==> src/rtl/npg_channel_scheduler.sv <==
// Round-robin scheduler sharing one biphasic H-bridge/current-DAC output stage
// among NCH stimulation channels: LOAD, POS, PAUSE, NEG, optional GUARD.
module npg_channel_scheduler #(
    parameter int unsigned NCH = 4,
    parameter int unsigned GW  = 4
) (
    input  logic             clk,
    input  logic             resetn,
    input  logic             enable,
    input  logic [NCH-1:0]   req,
    input  logic [3*NCH-1:0] el1_flat,
    input  logic [3*NCH-1:0] el2_flat,
    input  logic [6*NCH-1:0] amp_flat,
    input  logic [2:0]       phaseDuration,
    input  logic [GW-1:0]    guard,
    input  logic             ovr_clr,
    output logic [2:0]       up_switches,
    output logic [2:0]       down_switches,
    output logic [5:0]       DAC,
    output logic [NCH-1:0]   grant,
    output logic [NCH-1:0]   done,
    output logic             busy,
    output logic [NCH-1:0]   overrun,
    output logic [NCH-1:0]   fault
);

    localparam int unsigned SW = $clog2(NCH);
    localparam int unsigned CW = (GW > 3) ? GW : 3;

    typedef enum logic [2:0] {
        IDLE,
        LOAD,
        POS,
        PAUSE,
        NEG,
        GUARD
    } state_t;

    state_t state;
    state_t next_state;

    logic [NCH-1:0] pending;
    logic [SW-1:0]  rr_ptr;
    logic [SW-1:0]  sel;
    logic [SW-1:0]  sel_inc;
    logic [SW-1:0]  pick;
    logic [SW-1:0]  scan_idx;
    logic           pick_found;

    logic [2:0]     el1_l;
    logic [2:0]     el2_l;
    logic [5:0]     amp_l;
    logic [2:0]     el1_cur;
    logic [2:0]     el2_cur;
    logic [5:0]     amp_cur;
    logic [2:0]     plen;
    logic [2:0]     plen_in;
    logic [CW-1:0]  cnt;
    logic           cnt_zero;
    logic           conflict;
    logic           last_neg;
    logic           take;

    logic [NCH-1:0] clr_vec;
    logic [NCH-1:0] set_vec;
    logic [NCH-1:0] ovr_set;
    logic [NCH-1:0] flt_set;

    logic [2:0]     up_d;
    logic [2:0]     down_d;
    logic [5:0]     dac_d;
    logic [NCH-1:0] grant_d;
    logic [NCH-1:0] done_d;

    function automatic logic [NCH-1:0] onehot(input logic [SW-1:0] i);
        logic [NCH-1:0] v;
        v    = '0;
        v[i] = 1'b1;
        return v;
    endfunction

    // First pending channel at or above rr_ptr, wrapping modulo NCH.
    always_comb begin
        pick       = rr_ptr;
        pick_found = 1'b0;
        scan_idx   = '0;
        for (int unsigned k = 0; k < NCH; k++) begin
            scan_idx = SW'((32'(rr_ptr) + k) % NCH);
            if (!pick_found && pending[scan_idx]) begin
                pick       = scan_idx;
                pick_found = 1'b1;
            end
        end
    end

    // In LOAD the selected channel's inputs are used directly; afterwards the latched copy.
    always_comb begin
        el1_cur = el1_l;
        el2_cur = el2_l;
        amp_cur = amp_l;
        if (state == LOAD) begin
            for (int unsigned c = 0; c < NCH; c++) begin
                if (sel == SW'(c)) begin
                    el1_cur = el1_flat[3*c +: 3];
                    el2_cur = el2_flat[3*c +: 3];
                    amp_cur = amp_flat[6*c +: 6];
                end
            end
        end
    end

    assign conflict = ((el1_cur & el2_cur) != 3'b000) || (el1_cur == 3'b000) || (el2_cur == 3'b000);
    assign cnt_zero = (cnt == '0);
    assign plen_in  = (phaseDuration == 3'd0) ? 3'd1 : phaseDuration;
    assign last_neg = (state == NEG) && cnt_zero;
    assign sel_inc  = (sel == SW'(NCH - 1)) ? '0 : sel + 1'b1;
    assign take     = (state == IDLE) && (next_state == LOAD);
    assign busy     = (state != IDLE);

    assign clr_vec  = take ? onehot(pick) : '0;
    assign set_vec  = enable ? req : '0;
    assign ovr_set  = set_vec & pending & ~clr_vec;
    assign flt_set  = (enable && (state == LOAD) && conflict) ? onehot(sel) : '0;

    always_ff @(posedge clk or negedge resetn) begin
        if (!resetn) begin
            state <= IDLE;
        end else begin
            state <= next_state;
        end
    end

    always_comb begin
        next_state = state;
        if (!enable) begin
            next_state = IDLE;
        end else begin
            case (state)
                IDLE:    if (pick_found) next_state = LOAD;
                LOAD:    next_state = conflict ? IDLE : POS;
                POS:     if (cnt_zero) next_state = PAUSE;
                PAUSE:   next_state = NEG;
                NEG:     if (cnt_zero) next_state = (guard != '0) ? GUARD : IDLE;
                GUARD:   if (cnt_zero) next_state = IDLE;
                default: next_state = IDLE;
            endcase
        end
    end

    // Output values are computed for the upcoming state so every output is a flop.
    always_comb begin
        up_d    = '0;
        down_d  = '0;
        dac_d   = '0;
        grant_d = '0;
        done_d  = '0;
        if (next_state != IDLE) begin
            grant_d = onehot((state == IDLE) ? pick : sel);
        end
        if (next_state == POS) begin
            up_d   = el1_cur;
            down_d = el2_cur;
            dac_d  = amp_cur;
        end else if (next_state == NEG) begin
            up_d   = el2_cur;
            down_d = el1_cur;
            dac_d  = amp_cur;
        end
        if (enable && last_neg) begin
            done_d = onehot(sel);
        end
    end

    always_ff @(posedge clk or negedge resetn) begin
        if (!resetn) begin
            pending <= '0;
            overrun <= '0;
            fault   <= '0;
            rr_ptr  <= '0;
            sel     <= '0;
        end else begin
            pending <= enable ? ((pending & ~clr_vec) | set_vec) : '0;
            overrun <= (ovr_clr ? '0 : overrun) | ovr_set;
            fault   <= (ovr_clr ? '0 : fault) | flt_set;
            if (take) begin
                sel <= pick;
            end
            if (enable && (((state == LOAD) && conflict) || last_neg)) begin
                rr_ptr <= sel_inc;
            end
        end
    end

    // Phase counter reloads at PAUSE so NEG reuses the length captured on entry to POS.
    always_ff @(posedge clk or negedge resetn) begin
        if (!resetn) begin
            el1_l <= '0;
            el2_l <= '0;
            amp_l <= '0;
            plen  <= 3'd1;
            cnt   <= '0;
        end else begin
            if (state == LOAD) begin
                el1_l <= el1_cur;
                el2_l <= el2_cur;
                amp_l <= amp_cur;
                plen  <= plen_in;
            end
            case (state)
                LOAD:       cnt <= CW'(plen_in - 3'd1);
                POS, GUARD: cnt <= cnt - 1'b1;
                PAUSE:      cnt <= CW'(plen - 3'd1);
                NEG:        cnt <= cnt_zero ? (CW'(guard) - 1'b1) : (cnt - 1'b1);
                default:    cnt <= cnt;
            endcase
        end
    end

    always_ff @(posedge clk or negedge resetn) begin
        if (!resetn) begin
            up_switches   <= '0;
            down_switches <= '0;
            DAC           <= '0;
            grant         <= '0;
            done          <= '0;
        end else begin
            up_switches   <= up_d;
            down_switches <= down_d;
            DAC           <= dac_d;
            grant         <= grant_d;
            done          <= done_d;
        end
    end

endmodule
==> config.mk <==
export PLATFORM = sky130hd
export DESIGN_NAME = npg_channel_scheduler
export DESIGN_NICKNAME = d
export VERILOG_FILES = /design/src/rtl/npg_channel_scheduler.sv
export SDC_FILE = /design/constraint.sdc
export NUM_CORES = 1
export LEC_CHECK = 0
export BUFFER_PORTS_ARGS = -buffer_cell sky130_fd_sc_hd__clkbuf_2
export CAP_MARGIN = 10
export CORE_MARGIN = 1.5
export CORE_UTILIZATION = 53
export CTS_CLUSTER_DIAMETER = 80
export DETAILED_ROUTE_END_ITERATION = 8
export PLACE_DENSITY = 0.88
export SLEW_MARGIN = 10
export SYNTH_ARGS = -nofsm -noshare
export SYNTH_HDL_FRONTEND = slang
export SYNTH_SLANG_ARGS = --single-unit
==> constraint.sdc <==
create_clock -name clk -period 3.7 [get_ports clk]
set_clock_uncertainty 0.15 [all_clocks]
set_input_delay 0.555 -clock clk [delete_from_list [all_inputs] [get_ports clk]]
set_output_delay 0.555 -clock clk [all_outputs]
set_load 0.01 [all_outputs]
Word level (Yosys, flattened, before mapping)
Cells that the tools add are included.
{"block": "word_totals", "register_bits": 58, "elab_cells": 147}
{"block": "op_classes", "n_addsub": 8, "order_cmp": 10, "eq_ne": 11, "n_mux": 63, "bitwise": 8, "reduce_logical": 31}
{"operator": "3-bit two-way mux", "n": 21}
{"operator": "6-bit two-way mux", "n": 7}
{"operator": "4-bit two-way mux", "n": 9}
{"operator": "2-bit by 3-bit less-than comparator with 1-bit output, second input constant", "n": 7}
{"operator": "3-bit case mux with 6 select lines", "n": 1}
{"operator": "4-bit case mux with 4 select lines", "n": 1}
{"operator": "1-bit logical AND", "n": 13}
{"operator": "4-bit bitwise AND", "n": 3}
{"operator": "3-bit logical NOT", "n": 4}
{"operator": "2-bit two-way mux", "n": 6}
{"operator": "4-bit bitwise OR", "n": 3}
{"operator": "1-bit two-way mux", "n": 11}
{"operator": "3-bit by 2-bit == test with 1-bit output, second input constant", "n": 3}
{"operator": "3-bit == test, second input constant", "n": 3}
{"operator": "3-bit nonzero test", "n": 3}
{"operator": "1-bit binary-select mux with 2-bit select", "n": 4}
{"operator": "4-bit nonzero test", "n": 2}
{"operator": "3-bit by 1-bit subtractor with 4-bit output, second input constant", "n": 2}
{"operator": "4-bit by 1-bit subtractor with 4-bit output, second input constant", "n": 2}
{"operator": "1-bit demux with 2-bit select", "n": 3}
{"operator": "3-bit by 1-bit == test with 1-bit output, second input constant", "n": 2}
{"operator": "2-bit by 1-bit >= comparator with 1-bit output, second input constant", "n": 3}
{"operator": "2-bit by 1-bit adder with 2-bit output, second input constant", "n": 2}
{"operator": "2-bit adder, second input constant", "n": 2}
{"operator": "other kinds (9)", "n": 14}

Depth between registers and ports, before layout
Gate-level depths: netlist (run 1).
{"block": "logic_depth", "depth_word": 22, "ltp_mapped": 11, "mapped_depth_nobuf": 10}

Worst setup path before layout (run 1)
No wires, ideal clock.
{"block": "synth_path", "path_kind": "register -> register", "from": "register sel[0]", "to": "register fault[0]", "arrival_time_ps": 2422, "slack_ps": 1007, "path_stages_with_launch": 11, "period_less_slack_ps": 2693, "path_cell_list": "dfrtp_1 > inv_1 > ha_1 > buf_2 > buf_2 > mux2i_1 > o211ai_1 > a22o_4 > a221oi_4 > nand2_1 > a32o_1"}
{"block": "synth_via", "elab_chain_len": 13}
{"element": "start, declared", "line_no": "44", "source": "logic [SW-1:0] sel;"}
{"element": "start signal, assigned", "line_no": "186", "source": "sel <= pick;"}
{"element": "2-bit logical NOT", "line_no": "103", "source": "if (sel == SW'(c)) begin"}
{"element": "3-bit two-way mux (4 in a row)", "line_no": "103"}
{"element": "3-bit two-way mux", "line_no": "101", "source": "if (state == LOAD) begin"}
{"element": "3-bit bitwise AND", "line_no": "112", "source": "assign conflict = ((el1_cur & el2_cur) != 3'b000) || (el1_cur == 3'b000) || (el2_cur == 3'b000);"}
{"element": "3-bit nonzero test", "line_no": "112"}
{"element": "1-bit logical OR (2 in a row)", "line_no": "112"}
{"element": "1-bit logical AND", "line_no": "123", "source": "assign flt_set = (enable && (state == LOAD) && conflict) ? onehot(sel) : '0;"}
{"element": "4-bit two-way mux *", "line_no": "123"}
{"element": "4-bit bitwise OR *", "line_no": "184", "source": "fault <= (ovr_clr ? '0 : fault) | flt_set;"}
{"element": "end signal, assigned", "line_no": "184"}
{"element": "end, declared", "line_no": "24", "source": "output logic [NCH-1:0] fault"}
Every way passes the cells marked *; elsewhere a longest branch is shown, timed or not.
A chain may end at the register's enable or synchronous reset.

Worst setup path after layout (run 1)
{"block": "layout_path", "from": "register sel[0]", "to": "register down_switches[2]"}
{"block": "layout_via", "elab_chain_len": 16}
{"element": "2-bit logical NOT", "line_no": "103"}
{"element": "3-bit two-way mux (4 in a row)", "line_no": "103"}
{"element": "3-bit two-way mux", "line_no": "101"}
{"element": "3-bit bitwise AND", "line_no": "112"}
{"element": "3-bit nonzero test", "line_no": "112"}
{"element": "1-bit logical OR (2 in a row)", "line_no": "112"}
{"element": "2-bit two-way mux", "line_no": "140", "source": "LOAD: next_state = conflict ? IDLE : POS;"}
{"element": "3-bit case mux with 6 select lines", "line_no": "138", "source": "case (state)"}
{"element": "3-bit two-way mux", "line_no": "135", "source": "if (!enable) begin"}
{"element": "3-bit == test", "line_no": "164", "source": "end else if (next_state == NEG) begin"}
{"element": "3-bit two-way mux", "line_no": "164"}
{"element": "3-bit two-way mux *", "line_no": "160", "source": "if (next_state == POS) begin"}
{"element": "named net down_d[2]", "line_no": "70", "source": "logic [2:0] down_d;"}
{"element": "end signal, assigned", "line_no": "228", "source": "down_switches <= down_d;"}
{"element": "end, declared", "line_no": "18", "source": "output logic [2:0] down_switches,"}
The timed path passes the listed nets; every way through them passes the cells marked *.

==> flow_summary.ini, run 1 <==
[final_layout]
drive_gt1_share_pct = 27.9
fin_nets = 525
area_growth_pct = 21.4
nFillCells = 472
diodes = 0

[placement]
finalWeightedCongestion = 0.888
dp_hpwl_um = 6060
portBuffers = 91

[synth]
synthesis.nets = 436
synth.distinct_cells = 53
postSynthAreaPerCell_um2 = 9.28
ys_seq_area_share_pct = 43.0
netlist_area_um2 = 3380
ys_ff_latch = 58
ys_warn_count = 0
syn_inst = 364

[clocking]
clk_pin_slew_ns = 0.07
insertion_delay_ns = 0.35
numCtsBuffers = 9
cts_resized = 0
cts_max_level = 3
cts_hold_buf = 0
cts_root_buffer = clkbuf_8
cts_setup_buffers = 0
cts_tree = done
clockBufferDepth = 2
clock_sinks = 58

[floorplan]
core_area_um2 = 6030
io-pin-count = 92
rows = 28
initial_core_util_pct = 56.0
die_y_um = 82.8
dieWidth_um = 82.8
die_area_um2 = 6860

[setup_path]
r2r-start = sel[0]
cp_slowest_cell = ha_1
start_kind = register
path_max_fanout = 28
cp_cell_sequence = ha_1 > a21oi_1 > a22oi_1 > inv_1 > nor3_1 > a221oi_4 > a31oi_1 > o21ai_0
r2r-end = down_switches[2]
rr_worst_depth = 8
worst-r2r-setup-slack_ns = 0.54
cp_num_buf_inv = 1
worstPathArrival_ns = 3.21
critPathMaxStageDelay_ns = 0.84
worstSetupEndpointType = register
cp_data_required_time_ns = 3.75
crit_family = compound AO/OA/AOI/OAI gates
worstSetupPathType = reg -> reg

[power]
ir_drop_v = 0.000496
p_comb_share_pct = 52.8
power.share.switching_pct = 43.3
switchingPower_mw = 1.54
pwr-share-seq_pct = 28.9
power_density_nw_per_um2 = 865
p_clk_share_pct = 18.3
intPower_mw = 2.01
leakage_nw = 2.07

[flow_run]
maxCapViolCount = 0

[sta]
min_period_ns = 3.16
setup_viol = 0
tightest_slew_ns = 0.983
fmax_mhz = 317
rsz0062_at_grt = no
layout_worst_path_cycle_share_pct = 85.4
holdWs_ns = 0.0513
finalHoldViolations = 0
drv_slew = 0
relSlewSlack_pct = 34.4
setup_tns_ns = 0

[status]
outcome = finished, final reports clean

[detailed_routing]
drtPass1Iterations = 6
via_count = 3073
antenna_left = 0
drt-initial-drc-count = 239
vias_per_cell = 5.77
wire_per_inst_um = 15.4
finalWirelength_um = 8180
post-route-drc-count = 0

[global_route]
grtUsageTotal_pct = 25.1
grt_max_degree = 36
grt_first_pass_wirelength_um = 14000
antenna_found_initial = 0
grt-ovfl-total = 0
grt_pass1_vias = 3031

[worst_hold_path]
hp-class = in -> async
==> synthesized netlist by cell type (all sizes together) <==
master,instances,area [um2]
or2,2,12.5
buf,7,45.0
dfstp,1,26.3
and3,7,43.8
nor2,23,86.3
a22o,6,63.8
a221oi,3,50.1
a211oi,6,45.0
and2b,1,7.51
nand4b,1,8.76
o32ai,2,17.5
xnor2,2,17.5
nor2b,11,68.8
o211ai,8,60.1
a22oi,1,7.51
nand2b,2,12.5
nand3b,6,45.0
o31ai,7,52.6
o21ai,21,105
nand2,36,135
inv,31,116
ha,9,113
a21boi,1,7.51
nor3,7,35.0
dfrtp,57,1430
a211o,1,8.76
a32o,7,70.1
a31oi,5,31.3
o221a,2,22.5
or4,1,7.51
mux2i,17,170
nand3,4,20.0
or3b,2,20.0
a311oi,1,26.3
a21oi,26,134
o2bb2ai,1,8.76
or3,2,12.5
xor2,2,17.5
clkbuf,12,45.0
o21a,7,52.6
nand4,3,18.8
mux2,3,33.8
o22ai,3,18.8
nor4,2,12.5
nor3b,5,37.5
==> state kept, by name, summed over array words and instances, names as in the netlist, 4 cells and up <==
signal and cells:
DAC 6, amp_l 6, cnt 4, done 4
fault 4, grant 4, overrun 4, pending 4
==> per-layer routing <==
metal	vias to the layer above	routed length (um)	GRT usage, %
li1	1488	-	-
met1	1429	3660	33.5
met2	138	3810	39.7
met3	18	535	4.77
met4	0	176	11.5
met5	-	0	0
==> worst register-to-register path: stages (launching register included) <==
cell and delay [ns]:
dfrtp_1 0.44, ha_1 0.84, a21oi_1 0.16, a22oi_1 0.24
inv_1 0.14, nor3_1 0.30, a221oi_4 0.12, a31oi_1 0.44
o21ai_0 0.18
==> area by class of cell <==
class | instances | area, um2 | share of cell area, %
multi-input combinational | 256 | 1720 | 41.9
sequential | 58 | 1450 | 35.4
timing repair buffer | 97 | 500 | 12.2
clock buffer | 11 | 141 | 3.45
inverter | 31 | 116 | 2.84
tap | 75 | 93.8 | 2.29
clock inverter | 5 | 77.6 | 1.89
==> how the worst max path moves through the flow <==
stage / from / slack, ns / cells past startpoint / endpoint
finish: sel[0] / 0.54 / 8 / down_switches[2]
global route: sel[0] / 0.29 / 8 / down_switches[1]
CTS: sel[0] / 0.59 / 8 / up_switches[2]
detailed placement: state[1] / 0.64 / 7 / fault[2]
global placement: sel[0] / 0.76 / 10 / down_switches[0]
floorplan: sel[0] / 1.01 / 10 / fault[0]
==> kinds of logic (layout without fill, tap and decap cells) <==
group	count (synthesis)	after routing	synth area share [%]
buffers and inverters	50	144	6.11
and+or+nand+nor	115	115	17.3
AOI/OAI and AO/OA	108	108	23.2
adders and majority gates	9	9	3.33
DFF	58	58	43.0
xor gates and xnor gates	4	4	1.04
muxes	20	20	6.04
==> cell usage in the layout, fill, tap and decap left out, types with 10 or more instances in the layout <==
master    Yosys  routed
a21oi_1      25      25
clkbuf_2      0      91
clkbuf_8      0      10
dfrtp_1      57      57
inv_1        31      31
mux2i_1      17      17
nand2_1      36      36
nor2_1       23      23
nor2b_1      11      11
o21ai_0      21      21
==> power by group through the flow <==
stage	Sequential [mW]	Combinational [mW]	Clock [mW]
final	1.03	1.87	0.650
after global routing	1.05	2.08	0.688
after CTS	1.02	1.86	0.656
after detailed placement	1.03	1.85	0
after global placement	1.02	1.79	0
after floorplan	0.999	1.42	0
==> stage by stage <==
stage                     instance area, um2  instances  utilization (%)  total power [mW]  setup WS [ns]
after floorplan                         3380        364                -              2.42           1.01
after global placement                  3880        517             64.4              2.81          0.760
after detailed placement                3880        517             64.4              2.88          0.637
after CTS                               4100        533             68.0              3.54          0.590
after global routing                    4100        533             68.0              3.82          0.295
final                                   4100        533             68.0              3.55          0.541
Note: power is estimated with default switching activity, not from simulation.
==> run 2, diff against run 1 <==
--- a/config.mk
+++ b/config.mk
@@ -11,7 +11,8 @@
 export CORE_UTILIZATION = 53
 export CTS_CLUSTER_DIAMETER = 80
 export DETAILED_ROUTE_END_ITERATION = 8
-export PLACE_DENSITY = 0.88
+export PLACE_DENSITY = 0.86
+export RECOVER_POWER = 100
 export SLEW_MARGIN = 10
 export SYNTH_ARGS = -nofsm -noshare
 export SYNTH_HDL_FRONTEND = slang
==> run 2 against run 1 <==
  * Global-route usage up 0.39 points
  * Via count grew 1.6%
  * Highest routed layer unchanged
  * Hold slack better by 0.17 ns
  * Cell count is the same
  * Power fell by 3.6%
  * Critical path type unchanged
  * Non-clock buffer count rose by 1
  * Register-to-register slack worse by 0.096 ns
  * Combinational power shrank 3%
  * Fmax down 2.9%
  * Critical path depth did not move
  * Sequential power is essentially flat
==> flow_summary.ini, run 2 (synthesis results as in run 1) <==
[clocking]
cts_hold_buf = 0
cts_max_level = 3
clock_sinks = 58
numCtsBuffers = 9
cts_root_buffer = clkbuf_8
cts_setup_buffers = 0
clk_pin_slew_ns = 0.07
insertion_delay_ns = 0.34
cts_resized = 0
cts_tree = done
clockBufferDepth = 2

[status]
outcome = finished, final reports clean

[sta]
layout_worst_path_cycle_share_pct = 88.0
setup_viol = 0
rsz0062_at_grt = no
drv_slew = 0
finalHoldViolations = 0
tightest_slew_ns = 1.03
min_period_ns = 3.25
fmax_mhz = 307
setup_tns_ns = 0
relSlewSlack_pct = 31.4
holdWs_ns = 0.221

[global_route]
grt_pass1_vias = 3067
antenna_found_initial = 0
grtUsageMet3_pct = 5.27
grt_max_degree = 40
grt_first_pass_wirelength_um = 14100
grt_use_met2_pct = 41.7
grt_use_met1_pct = 33.3
grt-ovfl-total = 0
grt-busiest-layer = met2
grtUsageTotal_pct = 25.5

[detailed_routing]
drtPass1Iterations = 6
finalWirelength_um = 8410
antenna_left = 0
via_count = 3121
post-route-drc-count = 0
vias_per_cell = 5.86
drt-initial-drc-count = 204
wire_per_inst_um = 15.8

[floorplan]
dieWidth_um = 82.8
io-pin-count = 92
rows = 28
die_y_um = 82.8
core_area_um2 = 6030
initial_core_util_pct = 56.0
die_area_um2 = 6860

[setup_path]
worstSetupEndpointType = register
rr_worst_depth = 8
worstSetupPathType = reg -> reg
worst-r2r-setup-slack_ns = 0.45
start_kind = register
path_max_fanout = 16
cp_data_required_time_ns = 3.75
worstPathArrival_ns = 3.30

[power]
leakage_nw = 1.94
ir_drop_v = 0.000449
power_density_nw_per_um2 = 854
finalPower_mw = 3.42

[placement]
portBuffers = 91
finalWeightedCongestion = 0.908
dp_hpwl_um = 6330

[final_layout]
fin_nets = 526
drive_gt1_share_pct = 20.1
final_cell_mix = 62 x clkbuf_2, 57 x dfrtp_1, 36 x nand2_1
area_growth_pct = 18.7
diodes = 0
reg.largest.list = DAC: 6 flops, amp_l: 6 flops
final_common_cell = clkbuf_2

[flow_run]
maxCapViolCount = 0

[worst_hold_path]
hp-class = in -> async
==> run 2: per-stage QoR <==
step                      worst slack (ns)  instances  cell area [um2]  util, %
after floorplan                       1.01        364             3380        -
after global placement               0.794        518             3890     64.5
after detailed placement             0.627        518             3890     64.5
after CTS                            0.596        533             4080     67.7
after global routing                 0.230        533             4010     66.5
final                                0.445        533             4010     66.5
==> run 2: report_power, final <==
group          internal (mW)  switching [mW]  total, mW
clock                  0.323           0.253      0.576
sequential             0.847           0.179       1.03
combinational          0.718            1.10       1.82
==> run 2: layout make-up <==
cell class              count  area [um2]
clock inverters             5        55.1
clock buffers              10         138
well taps                  75        93.8
repair buffers             98         457
fillers                   531        2020
multi-input cells         256        1700
inverters                  31         116
flip-flops and latches     58        1450
==> run 2: worst paths after layout <==
| kind | to | startpoint |
|---|---|---|
| worst max-delay path | DAC[1] | sel[0] |
| worst min-delay path | overrun[3] | resetn |
| worst max register to register | DAC[1] | sel[0] |
| worst min register to register | plen[0] | plen[0] |
| max in group asynchronous | el1_l[0] | resetn |
| min in group clk | pending[3] | req[3] |
==> run 2: worst max-delay path, stage by stage (launching register included) <==
cell and delay, ns:
dfrtp_1 0.43, ha_1 0.58, clkbuf_1 0.44, a21oi_1 0.13, a22o_1 0.32, nor3_1 0.28
a21oi_2 0.13, a311oi_2 0.52, nor2b_1 0.12
==> run 2: per-layer routing <==
| metal | share of wire (%) | vias up |
|---|---|---|
| met1 | 43 | 1510 |
| met4 | 2.0 | 0 |
| met5 | 0 | - |
| met2 | 50 | 109 |
| li1 | - | 1486 |
| met3 | 5.9 | 16 |
